===== src/rtl/gcd_lcm_master.sv =====
// Request sequencer for an external GCD/LCM engine: captures operands, issues one start pulse,
// waits with a timeout, cross-checks mcd*lcm against a*b and holds the result for handshake.
module gcd_lcm_master #(
  parameter int unsigned DATA_W  = 8,
  parameter int unsigned TIMEOUT = 255
) (
  input  logic                clk,
  input  logic                rst_n,
  input  logic                in_valid,
  output logic                in_ready,
  input  logic [DATA_W-1:0]   in_a,
  input  logic [DATA_W-1:0]   in_b,
  output logic [DATA_W-1:0]   eng_a,
  output logic [DATA_W-1:0]   eng_b,
  output logic                eng_vld,
  input  logic [DATA_W-1:0]   eng_mcd,
  input  logic [2*DATA_W-1:0] eng_lcm,
  input  logic                eng_vld_out,
  output logic                res_valid,
  input  logic                res_ready,
  output logic [DATA_W-1:0]   res_a,
  output logic [DATA_W-1:0]   res_b,
  output logic [DATA_W-1:0]   res_mcd,
  output logic [2*DATA_W-1:0] res_lcm,
  output logic                res_err,
  output logic                res_zero,
  output logic                res_timeout,
  output logic [7:0]          spurious_cnt
);

  localparam logic [2:0] StIdle  = 3'd0;
  localparam logic [2:0] StIssue = 3'd1;
  localparam logic [2:0] StWait  = 3'd2;
  localparam logic [2:0] StCheck = 3'd3;
  localparam logic [2:0] StHold  = 3'd4;

  // Counter value during the last permitted WAIT cycle.
  localparam logic [7:0] TimeoutLast = 8'(TIMEOUT - 1);

  logic [2:0]          state_q, state_d;
  logic [DATA_W-1:0]   a_q, a_d, b_q, b_d, mcd_q, mcd_d;
  logic [2*DATA_W-1:0] lcm_q, lcm_d;
  logic                err_q, err_d, zero_q, zero_d, timeout_q, timeout_d;
  logic [7:0]          cnt_q, cnt_d, spur_q, spur_d;

  logic [2*DATA_W-1:0] ops_mul;
  logic [3*DATA_W-1:0] prod_ops, prod_res;

  always_comb begin
    ops_mul  = {{DATA_W{1'b0}}, a_q} * {{DATA_W{1'b0}}, b_q};
    prod_ops = {{DATA_W{1'b0}}, ops_mul};
    prod_res = {{(2*DATA_W){1'b0}}, mcd_q} * {{DATA_W{1'b0}}, lcm_q};
  end

  always_comb begin
    state_d   = state_q;
    a_d       = a_q;
    b_d       = b_q;
    mcd_d     = mcd_q;
    lcm_d     = lcm_q;
    err_d     = err_q;
    zero_d    = zero_q;
    timeout_d = timeout_q;
    cnt_d     = cnt_q;
    spur_d    = spur_q;

    // Strobes outside WAIT are only counted; they never disturb the request in flight.
    if (eng_vld_out && (state_q != StWait) && (spur_q != 8'hFF)) begin
      spur_d = spur_q + 8'd1;
    end

    case (state_q)
      StIdle: begin
        if (in_valid) begin
          a_d = in_a;
          b_d = in_b;
          if ((in_a == '0) || (in_b == '0)) begin
            zero_d  = 1'b1;
            mcd_d   = '0;
            lcm_d   = '0;
            state_d = StHold;
          end else begin
            state_d = StIssue;
          end
        end
      end
      StIssue: begin
        cnt_d   = 8'd0;
        state_d = StWait;
      end
      StWait: begin
        cnt_d = cnt_q + 8'd1;
        if (eng_vld_out) begin
          mcd_d   = eng_mcd;
          lcm_d   = eng_lcm;
          state_d = StCheck;
        end else if (cnt_q == TimeoutLast) begin
          timeout_d = 1'b1;
          mcd_d     = '0;
          lcm_d     = '0;
          state_d   = StHold;
        end
      end
      StCheck: begin
        err_d   = (prod_res != prod_ops);
        state_d = StHold;
      end
      StHold: begin
        if (res_ready) begin
          err_d     = 1'b0;
          zero_d    = 1'b0;
          timeout_d = 1'b0;
          state_d   = StIdle;
        end
      end
      default: state_d = StIdle;
    endcase
  end

  always_ff @(posedge clk or negedge rst_n) begin
    if (!rst_n) begin
      state_q   <= StIdle;
      a_q       <= '0;
      b_q       <= '0;
      mcd_q     <= '0;
      lcm_q     <= '0;
      err_q     <= 1'b0;
      zero_q    <= 1'b0;
      timeout_q <= 1'b0;
      cnt_q     <= 8'd0;
      spur_q    <= 8'd0;
    end else begin
      state_q   <= state_d;
      a_q       <= a_d;
      b_q       <= b_d;
      mcd_q     <= mcd_d;
      lcm_q     <= lcm_d;
      err_q     <= err_d;
      zero_q    <= zero_d;
      timeout_q <= timeout_d;
      cnt_q     <= cnt_d;
      spur_q    <= spur_d;
    end
  end

  logic eng_active;

  always_comb begin
    eng_active   = (state_q == StIssue) || (state_q == StWait);
    in_ready     = (state_q == StIdle);
    eng_vld      = (state_q == StIssue);
    eng_a        = eng_active ? a_q : '0;
    eng_b        = eng_active ? b_q : '0;
    res_valid    = (state_q == StHold);
    res_a        = a_q;
    res_b        = b_q;
    res_mcd      = mcd_q;
    res_lcm      = lcm_q;
    res_err      = err_q;
    res_zero     = zero_q;
    res_timeout  = timeout_q;
    spurious_cnt = spur_q;
  end

endmodule


===== config.mk =====
export PLATFORM = sky130hd
export DESIGN_NAME = gcd_lcm_master
export DESIGN_NICKNAME = d
export VERILOG_FILES = /design/src/rtl/gcd_lcm_master.sv
export SDC_FILE = /design/constraint.sdc
export NUM_CORES = 1
export LEC_CHECK = 0
export CORE_UTILIZATION = 35
export CTS_CLUSTER_DIAMETER = 100
export DETAILED_ROUTE_END_ITERATION = 16
export GPL_TIMING_DRIVEN = 0
export SETUP_SLACK_MARGIN = 0.15
export SYNTH_ARGS = -nofsm -noshare
export SYNTH_HDL_FRONTEND = slang
export SYNTH_SLANG_ARGS = --single-unit

===== constraint.sdc =====
create_clock -name clk -period 7 [get_ports clk]
set_clock_uncertainty 0.15 [all_clocks]
set_input_delay 2.1 -clock clk [delete_from_list [all_inputs] [get_ports clk]]
set_output_delay 2.1 -clock clk [all_outputs]
set_load 0.01 [all_outputs]

==> qor.yml, run 1 <==
crit_required_ps: 7070
coreArea_um2: 25100
fmax_mhz: 157
track_usage: 0.180
first_iter_violations: 355
hold_buffers: 0
avgSynthCellArea_um2: 9.06
cts_tree: "yes"
port_buffers: 114
grt-ovfl-total: 0
synthArstFlopShare: 1.00
arrival_ps: 6430
fillers: 2533
syn_inst: 984
tns_ps: 0
antenna_left: 0
regArea_um2: 1550
cts.clk_slew.worst_paths_ps: 60
cts-root-buf: "clkbuf_16"
clk-insertion-delay-late_ps: 350
synth_cell_types: 59
routabilityCongestion: 0.827
rsz0062_at_grt: "no"
dieArea_um2: 26100
synth_sequential_area_ratio: 0.174
fin_crit_ps: 6360
fp-row-count: 58
grt_first_pass_wirelength_um: 37400
syn_nets: 1232
via_count: 7175
fin_crit_sh: 0.908
clk_path_buf_depth: 2
synth_edf_count: 0
cp-end-kind: "flip-flop"
synthesis.area_um2: 8910
cts_sinks: 62
start_util: 0.355
nNetsFinal: 1357
die_y_um: 162
hpwlAfterDp_um: 17100
setup_viol: 0
vias_per_cell: 4.97
drt-wirelength-per-cell_um: 15.0
drive_gt1_frac: 0.0431
cts_made_buffers: 9
area_growth_pct: 20.6
io_pins: 115
cts_setup_buffers: 0
path_cells: "clkbuf_1, nand2_1, fa_1, fa_1, fa_1, fa_1, inv_1, ha_1, clkbuf_1, a21o_1, a21o_1, a32o_1, nor4_1, nand4_1, a2111oi_2, nand4_1, nor4_2, a31oi_1"
final_util: 0.428
first_pass_iters: 5
critical_path.max_stage_delay_ps: 620
critPathMostFrequentCell: "fa_1"
first_global_vias: 7518
cp_max_fo: 10
start_kind: "flip-flop"
hold_path_class: "flip-flop to flip-flop"
worst-slew-pin-transition_ps: 1120
synth_flop_cell: "dfrtp_1"
cap_viol_max_count: 0
ys_warn_count: 0
wl_um: 21700
cp_slowest_cell: "dfrtp_1"
r2r_setup_slack_ps: 640
hold_viol_final: 0
cts.repair.resized: 0
cts_max_level: 3
slew_headroom: 0.246
grt_max_degree: 63
outcome: "finished, final reports clean"
multi_input_area_um2: 6600
n_antenna_cell: 0
chipWidth_um: 162
drc: 0
drv_slew: 0
ys_seq_elements: 62
setup.worst_path.class: "flip-flop to flip-flop"
grt_antenna_before_repair: 0
[placed cells by master, fill, tap and decap left out, types with 3 or more instances in the layout]
master | netlist | routed
inv_1 | 152 | 152
nand2_1 | 137 | 137
fa_1 | 120 | 120
clkdlybuf4s50_1 | 0 | 113
ha_1 | 83 | 83
and2_1 | 80 | 80
dfrtp_1 | 62 | 62
clkbuf_1 | 42 | 42
xnor2_1 | 35 | 35
a21oi_1 | 30 | 30
a22o_1 | 24 | 24
nor2_1 | 21 | 21
nor2b_1 | 21 | 21
o21ai_0 | 21 | 21
nand3_1 | 17 | 17
mux2_2 | 16 | 16
xor2_1 | 16 | 16
a21o_1 | 12 | 12
nand4_1 | 11 | 11
clkbuf_16 | 0 | 9
nor4_1 | 6 | 6
a31oi_1 | 6 | 6
buf_1 | 5 | 5
o211ai_1 | 5 | 5
and3_1 | 4 | 4
o21bai_1 | 4 | 4
nor3_1 | 4 | 4
buf_2 | 3 | 3
or4_1 | 3 | 3
o22ai_1 | 3 | 3
o21ai_1 | 3 | 3
a211oi_2 | 3 | 3
o21a_1 | 3 | 3
inv_6 | 0 | 3
[per-stage QoR]
step	hold slack, ps	worst slack, ps	std cells	area, um^2
6_report	349	641	1444	10700
2_1_floorplan	307	1810	984	8910
5_1_grt	376	290	1444	10700
3_3_place_gp	333	774	1428	10500
3_5_place_dp	342	727	1428	10500
4_1_cts	352	679	1444	10700
[state kept, by name, indices dropped and copies added (netlist names), 3 cells and up]
signal,flops
res_mcd,8
cnt_q,8
res_b,8
res_a,8
state_q,3
spurious_cnt,8
res_lcm,16
[layer usage]
metal | up-vias | track usage | share of wire
met5 | - | 0 | 0
met2 | 125 | 0.313 | 0.49
met1 | 3609 | 0.237 | 0.46
li1 | 3423 | - | -
met4 | 0 | 0.0446 | 0.013
met3 | 18 | 0.0226 | 0.037
[synthesized netlist by cell type, types with 5 or more instances]
cell / number / share of area
inv_1: 152 / 0.064
nand2_1: 137 / 0.058
fa_1: 120 / 0.27
ha_1: 83 / 0.12
and2_1: 80 / 0.056
dfrtp_1: 62 / 0.17
clkbuf_1: 42 / 0.018
xnor2_1: 35 / 0.034
a21oi_1: 30 / 0.017
a22o_1: 24 / 0.024
nor2_1: 21 / 0.0088
nor2b_1: 21 / 0.015
o21ai_0: 21 / 0.012
nand3_1: 17 / 0.0095
mux2_2: 16 / 0.020
xor2_1: 16 / 0.016
a21o_1: 12 / 0.010
nand4_1: 11 / 0.0077
a31oi_1: 6 / 0.0042
nor4_1: 6 / 0.0042
buf_1: 5 / 0.0021
o211ai_1: 5 / 0.0042
[critical path: cells and delay by family, from the launching register on]
family,cells,cell delay [ps]
fa+ha+maj,5,2360
simple gates,5,1330
compound gates,5,1050
buf+inv,3,730
flops,1,620
[final timing paths]
check / from / end / cells past startpoint
max: res_mcd[5] / res_err / 18
min: cnt_q[7] / cnt_q[7] / 1
max reg2reg: res_mcd[5] / res_err / 18
min reg2reg: cnt_q[7] / cnt_q[7] / 1
max in group asynchronous: rst_n / res_lcm[3] / 1
min in group asynchronous: rst_n / cnt_q[0] / 1
[final cells by class]
type | count | area share
Multi-Input combinational cell | 720 | 0.614
Timing Repair Buffer | 114 | 0.106
Tap cell | 330 | 0.0384
Inverter | 152 | 0.0531
Buffer | 50 | 0.0178
Sequential cell | 62 | 0.144
Clock inverter | 7 | 0.00512
Clock buffer | 9 | 0.0210
[logic make-up (layout without fill, tap and decap cells)]
group / count (synthesis) / after routing / share of synthesized area
compound gates: 135 / 135 / 0.108
xor+xnor: 51 / 51 / 0.0501
fa+ha+maj: 203 / 203 / 0.386
buf+inv: 202 / 332 / 0.0855
flops: 62 / 62 / 0.174
mux: 17 / 17 / 0.0215
simple gates: 314 / 314 / 0.175
Power of run 1 is not shown: default switching activity piles up to over one toggle a cycle in this logic, so the estimate is an artifact.
==> run 2: changes to the inputs <==
--- a/config.mk
+++ b/config.mk
@@ -9,6 +9,7 @@
 export CTS_CLUSTER_DIAMETER = 100
 export DETAILED_ROUTE_END_ITERATION = 16
 export GPL_TIMING_DRIVEN = 0
+export REMOVE_ABC_BUFFERS = 1
 export SETUP_SLACK_MARGIN = 0.15
 export SYNTH_ARGS = -nofsm -noshare
 export SYNTH_HDL_FRONTEND = slang
==> constraint.sdc (replaced) <==
create_clock -name clk -period 5.94 [get_ports clk]
set_clock_uncertainty 0.15 [all_clocks]
set_input_delay 1.782 -clock clk [delete_from_list [all_inputs] [get_ports clk]]
set_output_delay 1.782 -clock clk [all_outputs]
set_load 0.01 [all_outputs]
==> run 2 against run 1 <==
- cell area rose by 0.80%
- global-route usage decreased by 0.39 points
- flip-flop and latch count unchanged
==> qor.yml, run 2 (synthesis results as in run 1) <==
outcome: "finished, final reports clean"
nNetsFinal: 1323
track_usage: 0.177
top_usage_layer: "met2"
grt-ovfl-total: 0
grt_first_pass_wirelength_um: 36800
path_delay_family: "adder cells"
r2r_start: "res_mcd[4]"
r2r_end: "res_err"
grt.met1_usage: 0.237
worst-slew-pin-transition_ps: 847
slew_headroom: 0.435
n_antenna_cell: 0
cts_max_level: 3
use_met3: 0.0257
clk-insertion-delay-late_ps: 350
drv_slew: 0
met2_usage: 0.301
first_global_vias: 7352
cts_sinks: 62
arrival_ps: 5650
routabilityCongestion: 0.812
whs_endpoint: "cnt_q[7]"
wl_um: 21400
setup_viol: 0
reg2reg_depth: 17
hold_viol_final: 0
grt_antenna_before_repair: 0
cp_slowest_cell: "fa_1"
cp-end-kind: "flip-flop"
fin_crit_sh: 0.939
antenna_left: 0
cts-root-buf: "clkbuf_16"
rsz0062_at_grt: "no"
coreArea_um2: 25100
hold_buffers: 0
vias_per_cell: 4.96
start_util: 0.355
start_kind: "flip-flop"
largest_reg_flops: 16
fillers: 2528
critical_path.max_stage_delay_ps: 550
hold_path_class: "flip-flop to flip-flop"
via_count: 6995
path_cells: "and2_1, fa_1, inv_1, fa_1, fa_1, fa_1, inv_1, ha_1, a21o_1, a21o_1, a32o_1, nor4_4, nand4_1, a2111oi_2, nand4_1, nor4_2, a31oi_1"
cts_made_buffers: 9
die_y_um: 162
hp-start: "cnt_q[7]"
cts.clk_slew.worst_paths_ps: 70
port_buffers: 114
hpwlAfterDp_um: 15900
tns_ps: 0
cp.buffers_inverters: 2
grt_max_degree: 63
drc: 0
r2r_setup_slack_ps: 360
whs_path_depth: 1
cts_tree: "yes"
dieArea_um2: 26100
fp-row-count: 58
io_pins: 115
layout_commonest_cell: "inv_1"
fin_crit_ps: 5580
first_iter_violations: 310
fmax_mhz: 179
setup.worst_path.class: "flip-flop to flip-flop"
cp_max_fo: 7
final_cell_mix: "inv_1 (152), nand2_1 (137), fa_1 (120)"
clk_path_buf_depth: 2
area_growth_pct: 21.5
cap_viol_max_count: 0
first_pass_iters: 4
drive_gt1_frac: 0.0731
drt-wirelength-per-cell_um: 15.2
crit_required_ps: 6010
chipWidth_um: 162
critPathMostFrequentCell: "fa_1"
-- run 2: changes by cell type in the layout (fill, tap and decap cells not counted), moves of 3 or more --
cell | before | now
clkbuf_1 | 42 | 0
buf_4 | 1 | 14
dfrtp_1 | 62 | 49
dfrtp_2 | 0 | 7
dfrtp_4 | 0 | 6
buf_1 | 5 | 0
buf_2 | 3 | 0
-- run 2: how the worst max path moves through the flow --
stage	start	endpoint	slack, ps	cells after the start
global route	res_mcd[4]	res_err	150	17
detailed placement	res_mcd[4]	res_err	2	17
finish	res_mcd[4]	res_err	360	17
floorplan	res_mcd[2]	res_err	900	16
CTS	res_mcd[4]	res_err	290	17
global placement	res_mcd[7]	res_err	60	16
-- run 2: per-stage QoR --
stage / hold slack [ps] / setup slack (ps) / util / cells / area [um^2]
3_3_place_gp: 329 / 63.9 / 0.409 / 1378 / 10300
5_1_grt: 364 / 146 / 0.431 / 1410 / 10800
4_1_cts: 344 / 287 / 0.424 / 1396 / 10600
6_report: 339 / 360 / 0.431 / 1410 / 10800
2_1_floorplan: 307 / 896 / - / 934 / 8720
3_5_place_dp: 336 / 1.52 / 0.411 / 1380 / 10300
-- run 2: per-layer routing --
layer	share of wire	up-vias
met5	0	-
met4	0.0094	0
met3	0.038	14
met2	0.49	120
met1	0.46	3525
li1	-	3336
-- run 2: final cells by class --
| type | count | area [um^2] | share of cell area |
|---|---|---|---|
| flip-flops and latches | 62 | 1580 | 0.146 |
| multi-input cells | 720 | 6650 | 0.614 |
| inverters | 152 | 571 | 0.0527 |
| clock inverters | 7 | 77.6 | 0.00716 |
| well taps | 330 | 413 | 0.0381 |
| repair buffers | 130 | 1310 | 0.121 |
| clock buffers | 9 | 225 | 0.0208 |
-- run 2: what timing repair did --
action,4_1_cts,5_1_grt
pin swaps,0,5
gates resized for setup,7,19
endpoints found under the setup margin,1,1
setup buffers,0,14
endpoints found under the hold margin,0,0
-- run 2: worst reg2reg max path: cells and delay by family (launching register included) --
| kind | cells | cell delay, ps |
|---|---|---|
| simple gates | 5 | 1000 |
| fa+ha+maj | 5 | 2480 |
| buf+inv | 2 | 90 |
| flops | 1 | 530 |
| compound gates | 5 | 1210 |
Power of run 2 is left out for the same reason.
==> run 3: changes to the inputs <==
--- a/config.mk
+++ b/config.mk
@@ -8,7 +8,8 @@
 export CORE_UTILIZATION = 35
 export CTS_CLUSTER_DIAMETER = 100
 export DETAILED_ROUTE_END_ITERATION = 16
-export GPL_TIMING_DRIVEN = 0
+export GPL_TIMING_DRIVEN = 1
+export RECOVER_POWER = 100
 export REMOVE_ABC_BUFFERS = 1
 export SETUP_SLACK_MARGIN = 0.15
 export SYNTH_ARGS = -nofsm -noshare
==> run 3 against run 2 <==
- the flow now finishes with violations (max-capacitance violations, max-slew violations)
- cell area shrank 2.2%
- register-to-register slack improved by 80 ps
- via count increased by 0.57%
- fmax is 1.5% higher
- critical path type unchanged
- highest routed layer unchanged
==> qor.yml, run 3 (synthesis results as in run 1) <==
outcome: "finished, violations left"
violations: "max-capacitance violations, max-slew violations"
first_iter_violations: 269
clk_path_buf_depth: 2
io_pins: 115
cp_max_fo: 18
port_buffers: 114
track_usage: 0.178
slew_headroom: -0.204
die_y_um: 162
first_global_vias: 7469
grt_max_degree: 33
cap_viol_max_count: 3
r2r_setup_slack_ps: 440
cts-root-buf: "clkbuf_16"
setup.worst_path.class: "flip-flop to flip-flop"
r2r_start: "res_mcd[2]"
chipWidth_um: 162
reg2reg_depth: 16
crit_required_ps: 6010
worst-slew-pin-transition_ps: 1810
final_cell_mix: "inv_1 (152), nand2_1 (137), fa_1 (120)"
n_antenna_cell: 0
rsz0062_at_grt: "no"
r2r_end: "res_err"
arrival_ps: 5560
hold_viol_final: 0
layout_commonest_cell: "inv_1"
cts.clk_slew.worst_paths_ps: 60
drt-wirelength-per-cell_um: 15.3
fin_crit_ps: 5500
grt_antenna_before_repair: 0
start_kind: "flip-flop"
setup.worst_path.start: "res_mcd[2]"
drv_slew: 90
cts.repair.resized: 0
via_count: 7035
nNetsFinal: 1315
grt-ovfl-total: 0
dieArea_um2: 26100
holdWs_ps: 354
routabilityCongestion: 0.826
antenna_left: 0
cp-end-kind: "flip-flop"
fmax_mhz: 182
first_pass_iters: 7
hold_buffers: 0
wl_um: 21500
fp-row-count: 58
area_growth_pct: 18.9
setup_viol: 0
largest_reg_flops: 16
tns_ps: 0
cts_made_buffers: 9
cts_sinks: 62
hpwlAfterDp_um: 16400
cts_setup_buffers: 0
drc: 0
cts_max_level: 3
grt_first_pass_wirelength_um: 37100
coreArea_um2: 25100
clk-insertion-delay-late_ps: 340
drive_gt1_frac: 0.0476
whs_endpoint: "spurious_cnt[3]"
hp-start: "spurious_cnt[3]"
vias_per_cell: 5.02
cts_tree: "yes"
fin_crit_sh: 0.925
hold_path_class: "flip-flop to flip-flop"
whs_path_depth: 1
start_util: 0.355
[run 3: cell types whose count changed in the layout (fill, tap and decap cells not counted), moves of 3 or more]
cell	previous run	this run
clkdlybuf4s50_1	113	49
dlygate4sd3_1	0	64
buf_4	14	1
clkbuf_1	0	8
dfrtp_1	49	56
dfrtp_4	6	0
inv_6	4	1
[run 3: how the worst max path moves through the flow]
stage | cells past startpoint | slack [ps] | endpoint
final | 16 | 440 | res_err
after global routing | 16 | 110 | res_err
after CTS | 16 | 320 | res_err
after detailed placement | 16 | 330 | res_err
after global placement | 16 | 490 | res_err
after floorplan | 16 | 900 | res_err
[run 3: metrics by stage]
stage                     worst slack, ps   util  cell area, um^2  instances
after detailed placement              326  0.412            10300       1386
after global routing                  109  0.422            10600       1402
after global placement                488  0.412            10300       1386
after CTS                             317  0.423            10600       1402
after floorplan                       896      -             8720        934
final                                 444  0.422            10600       1402
[run 3: worst max-delay path, stage by stage, from the launching register on]
cell and delay [ps]:
dfrtp_2 580, nand2_1 130, fa_1 510, fa_1 570, fa_1 430, fa_1 490
inv_1 40, ha_1 370, and3_1 220, a221oi_2 430, o211ai_1 180, a211oi_1 380
mux2_1 360, nor2_1 130, nand4_1 140, nor4_2 150, a31oi_1 100
[run 3: layer usage]
layer	wire, um	vias up	global-route usage
met4	265	0	0.0433
li1	-	3328	-
met5	0	-	0
met3	876	23	0.0241
met2	10600	129	0.303
met1	9690	3555	0.238
[run 3: cell type report]
class	count	area (um^2)
timing repair buffer	122	1170
multi-input combinational	720	6600
clock inverter	6	46.3
inverter	152	571
fill	2560	14500
tap	330	413
sequential	62	1560
clock buffer	10	239
Power of run 3 is left out for the same reason.
